[src/rtl/priority_arbiter_4.sv]
// priority_arbiter_4: four-requester arbiter with registered one-hot grant,
// bounded ownership (MAX_HOLD cycles) and a one-cycle turnaround gap
// between owners.
//
// Build option: define ARB_ROUND_ROBIN_EN to replace the fixed priority
// (req[3] highest .. req[0] lowest) with rotating priority, where the
// most recent owner drops to lowest priority.
//
// Handshake: req[i] is a level-sensitive request held by requester i for
// as long as it wants the resource; gnt[i] is the registered answer.
// Ownership ends on the first edge that samples req[owner] low, or after
// MAX_HOLD grant cycles (timeout pulses for that release only). Every
// release is followed by exactly one GAP cycle with gnt = 0.
module priority_arbiter_4 #(
  parameter int MAX_HOLD = 8
) (
  input  logic       clk,
  input  logic       rstN,
  input  logic [3:0] req,
  output logic [3:0] gnt,
  output logic [1:0] gnt_id,
  output logic       busy,
  output logic       timeout,
  output logic [1:0] state_dbg
);

  localparam int CW = $clog2(MAX_HOLD) + 1;
  // hold_cnt starts at 0 on the first grant cycle, so this is the last one.
  localparam logic [CW-1:0] HOLD_LAST = CW'(MAX_HOLD - 1);

  typedef enum logic [1:0] {
    IDLE  = 2'd0,
    GRANT = 2'd1,
    GAP   = 2'd2
  } state_t;

  state_t        state;
  state_t        state_nxt;
  logic [CW-1:0] hold_cnt;
  logic [CW-1:0] hold_nxt;
  logic [3:0]    gnt_nxt;
  logic [1:0]    id_nxt;
  logic          timeout_nxt;
  logic [1:0]    winner;

`ifdef ARB_ROUND_ROBIN_EN
  logic [1:0]    last_owner;
  logic [1:0]    last_nxt;

  // Rotating search: last_owner-1, -2, -3 (mod 4), then last_owner itself.
  always_comb begin
    logic       found;
    logic [1:0] cand;
    winner = last_owner;
    found  = 1'b0;
    cand   = 2'd0;
    for (int k = 1; k <= 4; k++) begin
      cand = last_owner - 2'(k);
      if (!found && req[cand]) begin
        winner = cand;
        found  = 1'b1;
      end
    end
  end
`else
  // Fixed priority: req[3] wins over everything, req[0] loses to everything.
  always_comb begin
    winner = 2'd0;
    if (req[3])      winner = 2'd3;
    else if (req[2]) winner = 2'd2;
    else if (req[1]) winner = 2'd1;
    else             winner = 2'd0;
  end
`endif

  // Next-state and next-output logic for the IDLE/GRANT/GAP controller.
  always_comb begin
    state_nxt   = state;
    hold_nxt    = hold_cnt;
    gnt_nxt     = gnt;
    id_nxt      = gnt_id;
    timeout_nxt = 1'b0;
`ifdef ARB_ROUND_ROBIN_EN
    last_nxt    = last_owner;
`endif
    case (state)
      IDLE, GAP: begin
        if (req != 4'b0000) begin
          state_nxt = GRANT;
          gnt_nxt   = 4'(1) << winner;
          id_nxt    = winner;
          hold_nxt  = '0;
`ifdef ARB_ROUND_ROBIN_EN
          last_nxt  = winner;
`endif
        end else begin
          state_nxt = IDLE;
          gnt_nxt   = 4'b0000;
          id_nxt    = 2'd0;
        end
      end
      GRANT: begin
        if (!req[gnt_id]) begin
          // Owner let go voluntarily: turnaround without timeout.
          state_nxt = GAP;
          gnt_nxt   = 4'b0000;
          id_nxt    = 2'd0;
        end else if (hold_cnt == HOLD_LAST) begin
          // Owner used its full budget: force release and flag it.
          state_nxt   = GAP;
          gnt_nxt     = 4'b0000;
          id_nxt      = 2'd0;
          timeout_nxt = 1'b1;
        end else begin
          hold_nxt = hold_cnt + 1'b1;
        end
      end
      default: begin
        state_nxt = IDLE;
        gnt_nxt   = 4'b0000;
        id_nxt    = 2'd0;
      end
    endcase
  end

  // State and registered outputs; reset clears everything immediately.
  always_ff @(posedge clk or negedge rstN) begin
    if (!rstN) begin
      state    <= IDLE;
      hold_cnt <= '0;
      gnt      <= 4'b0000;
      gnt_id   <= 2'd0;
      timeout  <= 1'b0;
`ifdef ARB_ROUND_ROBIN_EN
      last_owner <= 2'd0;
`endif
    end else begin
      state    <= state_nxt;
      hold_cnt <= hold_nxt;
      gnt      <= gnt_nxt;
      gnt_id   <= id_nxt;
      timeout  <= timeout_nxt;
`ifdef ARB_ROUND_ROBIN_EN
      last_owner <= last_nxt;
`endif
    end
  end

  assign busy      = (state != IDLE);
  assign state_dbg = state;

endmodule

[config.mk]
export PLATFORM = sky130hd
export DESIGN_NAME = priority_arbiter_4
export DESIGN_NICKNAME = d
export VERILOG_FILES = /design/src/rtl/priority_arbiter_4.sv
export SDC_FILE = /design/constraint.sdc
export NUM_CORES = 1
export LEC_CHECK = 0
export BUFFER_PORTS_ARGS = -buffer_cell sky130_fd_sc_hd__clkbuf_2
export CAP_MARGIN = 30
export CORE_MARGIN = 2
export CORE_UTILIZATION = 45
export CTS_BUF_LIST = sky130_fd_sc_hd__clkbuf_8 sky130_fd_sc_hd__clkbuf_16
export DETAILED_ROUTE_END_ITERATION = 10
export PLACE_DENSITY = 0.72
export SETUP_SLACK_MARGIN = 0.3
export SLEW_MARGIN = 20
export SYNTH_ARGS = -nofsm -noshare
export SYNTH_HDL_FRONTEND = slang
export SYNTH_SLANG_ARGS = --single-unit
[constraint.sdc]
create_clock -name clk -period 1.5 [get_ports clk]
set_clock_uncertainty 0.05 [all_clocks]
set_input_delay 0.075 -clock clk [delete_from_list [all_inputs] [get_ports clk]]
set_output_delay 0.075 -clock clk [all_outputs]
set_load 0.01 [all_outputs]
==> summary.md <==
| Metric | Value |
|---|---|
| Status | finished, violations left |
| Violated checks | setup timing |
| WS Path Type | reg -> reg |
| DRC viols | 0 |
| Clk_lat worst skew | ~0.24 ns |
| MaxCap Viol Count | 0 |
| GRT Total Usage | 0.209 |
| Setup crit end kind | flop |
| Drt pass-1 iters | 4 |
| Syn Nets | between 60 and 70 |
| FF-to-FF Start | gnt_id[0]$_DFFE_PN0P_ |
| Min cycle time layout | 1.52 ns |
| First-pass GRT wire length | 2710 um |
| Synth area leader | dfrtp_1 |
| Final worst setup slack | -0.0237 ns |
| Final hold vios | 0 |
| Via Count | approximately 630 |
| Metal2 WL | around 790 um |
| Fill cells | 113 |
| Die area | between 0.0015 and 0.002 mm^2 |
| Worst EP arrival | around 1.6 ns |
| Hold path start | req[0] |
| Syn Area/Cell | around 11 um^2 |
| GP Congestion | ~0.8 |
| Initial antenna violation count | 0 |
| Placed instance area | about 800 um^2 |
| Post-route setup TNS | -0.0662 ns |
| DP HPWL | 1220 um |
| Final period utilization | 1.02 |
| Setup Slack @ Placement | -0.0323 ns |
| Vias per cell | around 6.0 |
| Synth cell types | 33 |
| Worst Setup SP | gnt_id[0]$_DFFE_PN0P_ |
| Initial DRC Count | 25 |
| Required time worst endpoint | approximately 1.6 ns |
| Largest net degree at the start of global routing | 14 |
| WL/cell | about 16 um |
| Starting Density | 0.495 |
| Crit-path cells | mux4_2 -> and3_4 -> a22o_1 |
| Share of the yosys chip area belonging to registers | 0.487 |
| Top-level port count | 16 |
| Rel. slew slack | 0.776 |
| Mapped cell area | between 600 and 700 um^2 |
| CP Launch Type | flop |
| Metal1 wirelength | about 730 um |
| CTS Buffer Depth | 2 |
| Vias in the first global route | 569 |
| Synth Warn # | 0 |
| Max Clock Freq | around 0.66 GHz |
| Hold WS | ~0.075 ns |
| Leakage power | ~0.46 nW |
| Worst path slowest cell | mux4_2 |
| Port Buffers | 15 |
| Core area | around 0.0014 mm^2 |
| Min-Delay Path Class | in -> reg |
| Antenna diode count | 0 |
| P&R area growth vs syn | 34.8% |
| Root Buffer Master | clkbuf_8 |
| Num CTS Buffers | 3 |
| Antenna Violating Nets Remaining | 0 |
| Clk pwr share | 0.179 |
| Switch Pwr | ~640 uW |
| Total gr overflow | 0 |
| Max Used Layer | met4 |
| Ranking of synthesized cells by area | dfrtp_1 (49%), mux4_2 (3.4%), o22ai_1 (2.8%), a22o_1 (2.6%), o221ai_1 (2.6%) |
| #FFs+latches synth | 13 |
| TritonCTS Sinks | 13 |
| Total power | 1.70 mW |
| Cell Rows | 13 |
| CP top delay family | multiplexers |
| Least-Margin Pin Slew | 0.336 ns |
| Pwr per Cell Area | 1880 mW/mm^2 |
| H-tree depth | 1 |
| Seq pwr share | 0.326 |
| Die W | around 43 um |
| WP buf/inv | 0 |
| Die H | around 43 um |
| Final instance area | around 900 um^2 |
| Slew Limit Fails | 0 |
| Peak VDD IR | between 0.0009 and 0.001 V |
| WL final | approximately 1700 um |
| Share of the synthesized area in the top cell type | 0.487 |
| Cells after synthesis | 62 |
| Comb power frac | 0.496 |
| Share of layout cells above drive strength 1 | 0.429 |
| CTS tree | yes |
| CP max stage delay | 0.58 ns |
| P_int | ~1.1 mW |
| Clk pin slew, worst setup/hold paths | 0.05 ns |
| Net Sw Frac | 0.375 |
| Final setup violation count | 5 |
| Crit path max fanout | 6 |
| Commonest non-fill, non-tap cell in the layout | clkbuf_2 |
| Unrepaired setup endpoints after global routing | yes |
| Most frequent cells in the layout | clkbuf_2 (15), dfrtp_1 (13), buf_4 (12) |
| Nets | 99 |
| Metal3 WL | 74 um |
power by group through the flow:
stage / Combinational [mW] / Sequential, mW / Clock [mW]
6_report: 0.840 / 0.552 / 0.303
3_5_place_dp: 0.762 / 0.556 / 0
2_1_floorplan: 0.444 / 0.574 / 0
4_1_cts: 0.820 / 0.552 / 0.312
5_1_grt: 0.903 / 0.566 / 0.326
3_3_place_gp: 0.750 / 0.543 / 0
Yosys cell counts:
cell type	number
a21oi_1	2
a32o_1	1
o21a_1	1
nand3b_1	2
clkbuf_1	2
o211ai_2	1
o2bb2ai_1	1
nand4_1	2
nand3_1	1
inv_1	4
and3b_1	1
a22o_1	2
nand2b_1	1
a211o_1	1
or2_2	2
and3_2	2
nand2_1	4
o211ai_1	1
mux4_2	1
nor2b_1	1
nor2_1	2
ha_1	1
and3_1	1
o221ai_1	2
o22ai_1	3
o311ai_0	1
buf_6	1
nor3_1	1
o21ai_0	1
dfrtp_1	13
mux2i_1	1
a22o_2	1
nor4_1	1
kinds of logic after synthesis:
| kind of cell | synth area share |
|---|---|
| adders and majority gates | 0.0187 |
| DFF | 0.487 |
| and+or+nand+nor | 0.182 |
| muxes | 0.0487 |
| buffers and inverters | 0.0506 |
| AOI/OAI and AO/OA | 0.214 |
worst register-to-register path: stages, from the launching register on:
cell	delay (ns)
dfrtp_1	0.38
mux4_2	0.58
and3_4	0.20
a22o_1	0.21
metal layers:
layer	vias to the layer above	GRT usage
met5	-	0
met4	0	0.131
met3	8	0.0388
met2	22	0.326
met1	308	0.262
li1	294	-
sequential cells by signal (all words and copies together) (netlist names):
register   cells
gnt            4
hold_cnt       4
gnt_id         2
state_dbg      2
timeout        1
final timing paths:
| check | slack (ns) | cells after the start | to |
|---|---|---|---|
| worst max-delay path | -0.02 | 3 | gnt[1]$_DFFE_PN0P_ |
| worst min-delay path | 0.08 | 2 | gnt[0]$_DFFE_PN0P_ |
| worst max register to register | -0.02 | 3 | gnt[1]$_DFFE_PN0P_ |
| worst min register to register | 0.44 | 1 | gnt[0]$_DFFE_PN0P_ |
| max in group asynchronous | 0.94 | 2 | gnt_id[1]$_DFFE_PN0P_ |
| min in group asynchronous | 0.21 | 2 | timeout$_DFF_PN0_ |
through the flow:
stage | std cells | utilization
final | 106 | 0.667
after global routing | 106 | 0.667
after CTS | 106 | 0.665
after detailed placement | 99 | 0.609
after global placement | 99 | 0.609
after floorplan | 62 | -
layout make-up:
cell class              count  area (um^2)  share of cell area
flip-flops and latches     13          325               0.361
multi-input cells          42          322               0.357
repair buffers             28          175               0.194
clock buffers               3         41.3              0.0458
well taps                  15         18.8              0.0208
inverters                   4         15.0              0.0167
clock inverters             1         3.75             0.00417
timing repair:
item / CTS / global route
hold buffers: 1 / 0
setup endpoints to repair: 14 / 13
pin swaps: 2 / 1
setup buffers: 2 / 0
cloned: 0 / 0
hold endpoints to repair: 13 / 0
resized for setup: 2 / 1
Power figures use the tool's default switching activity.
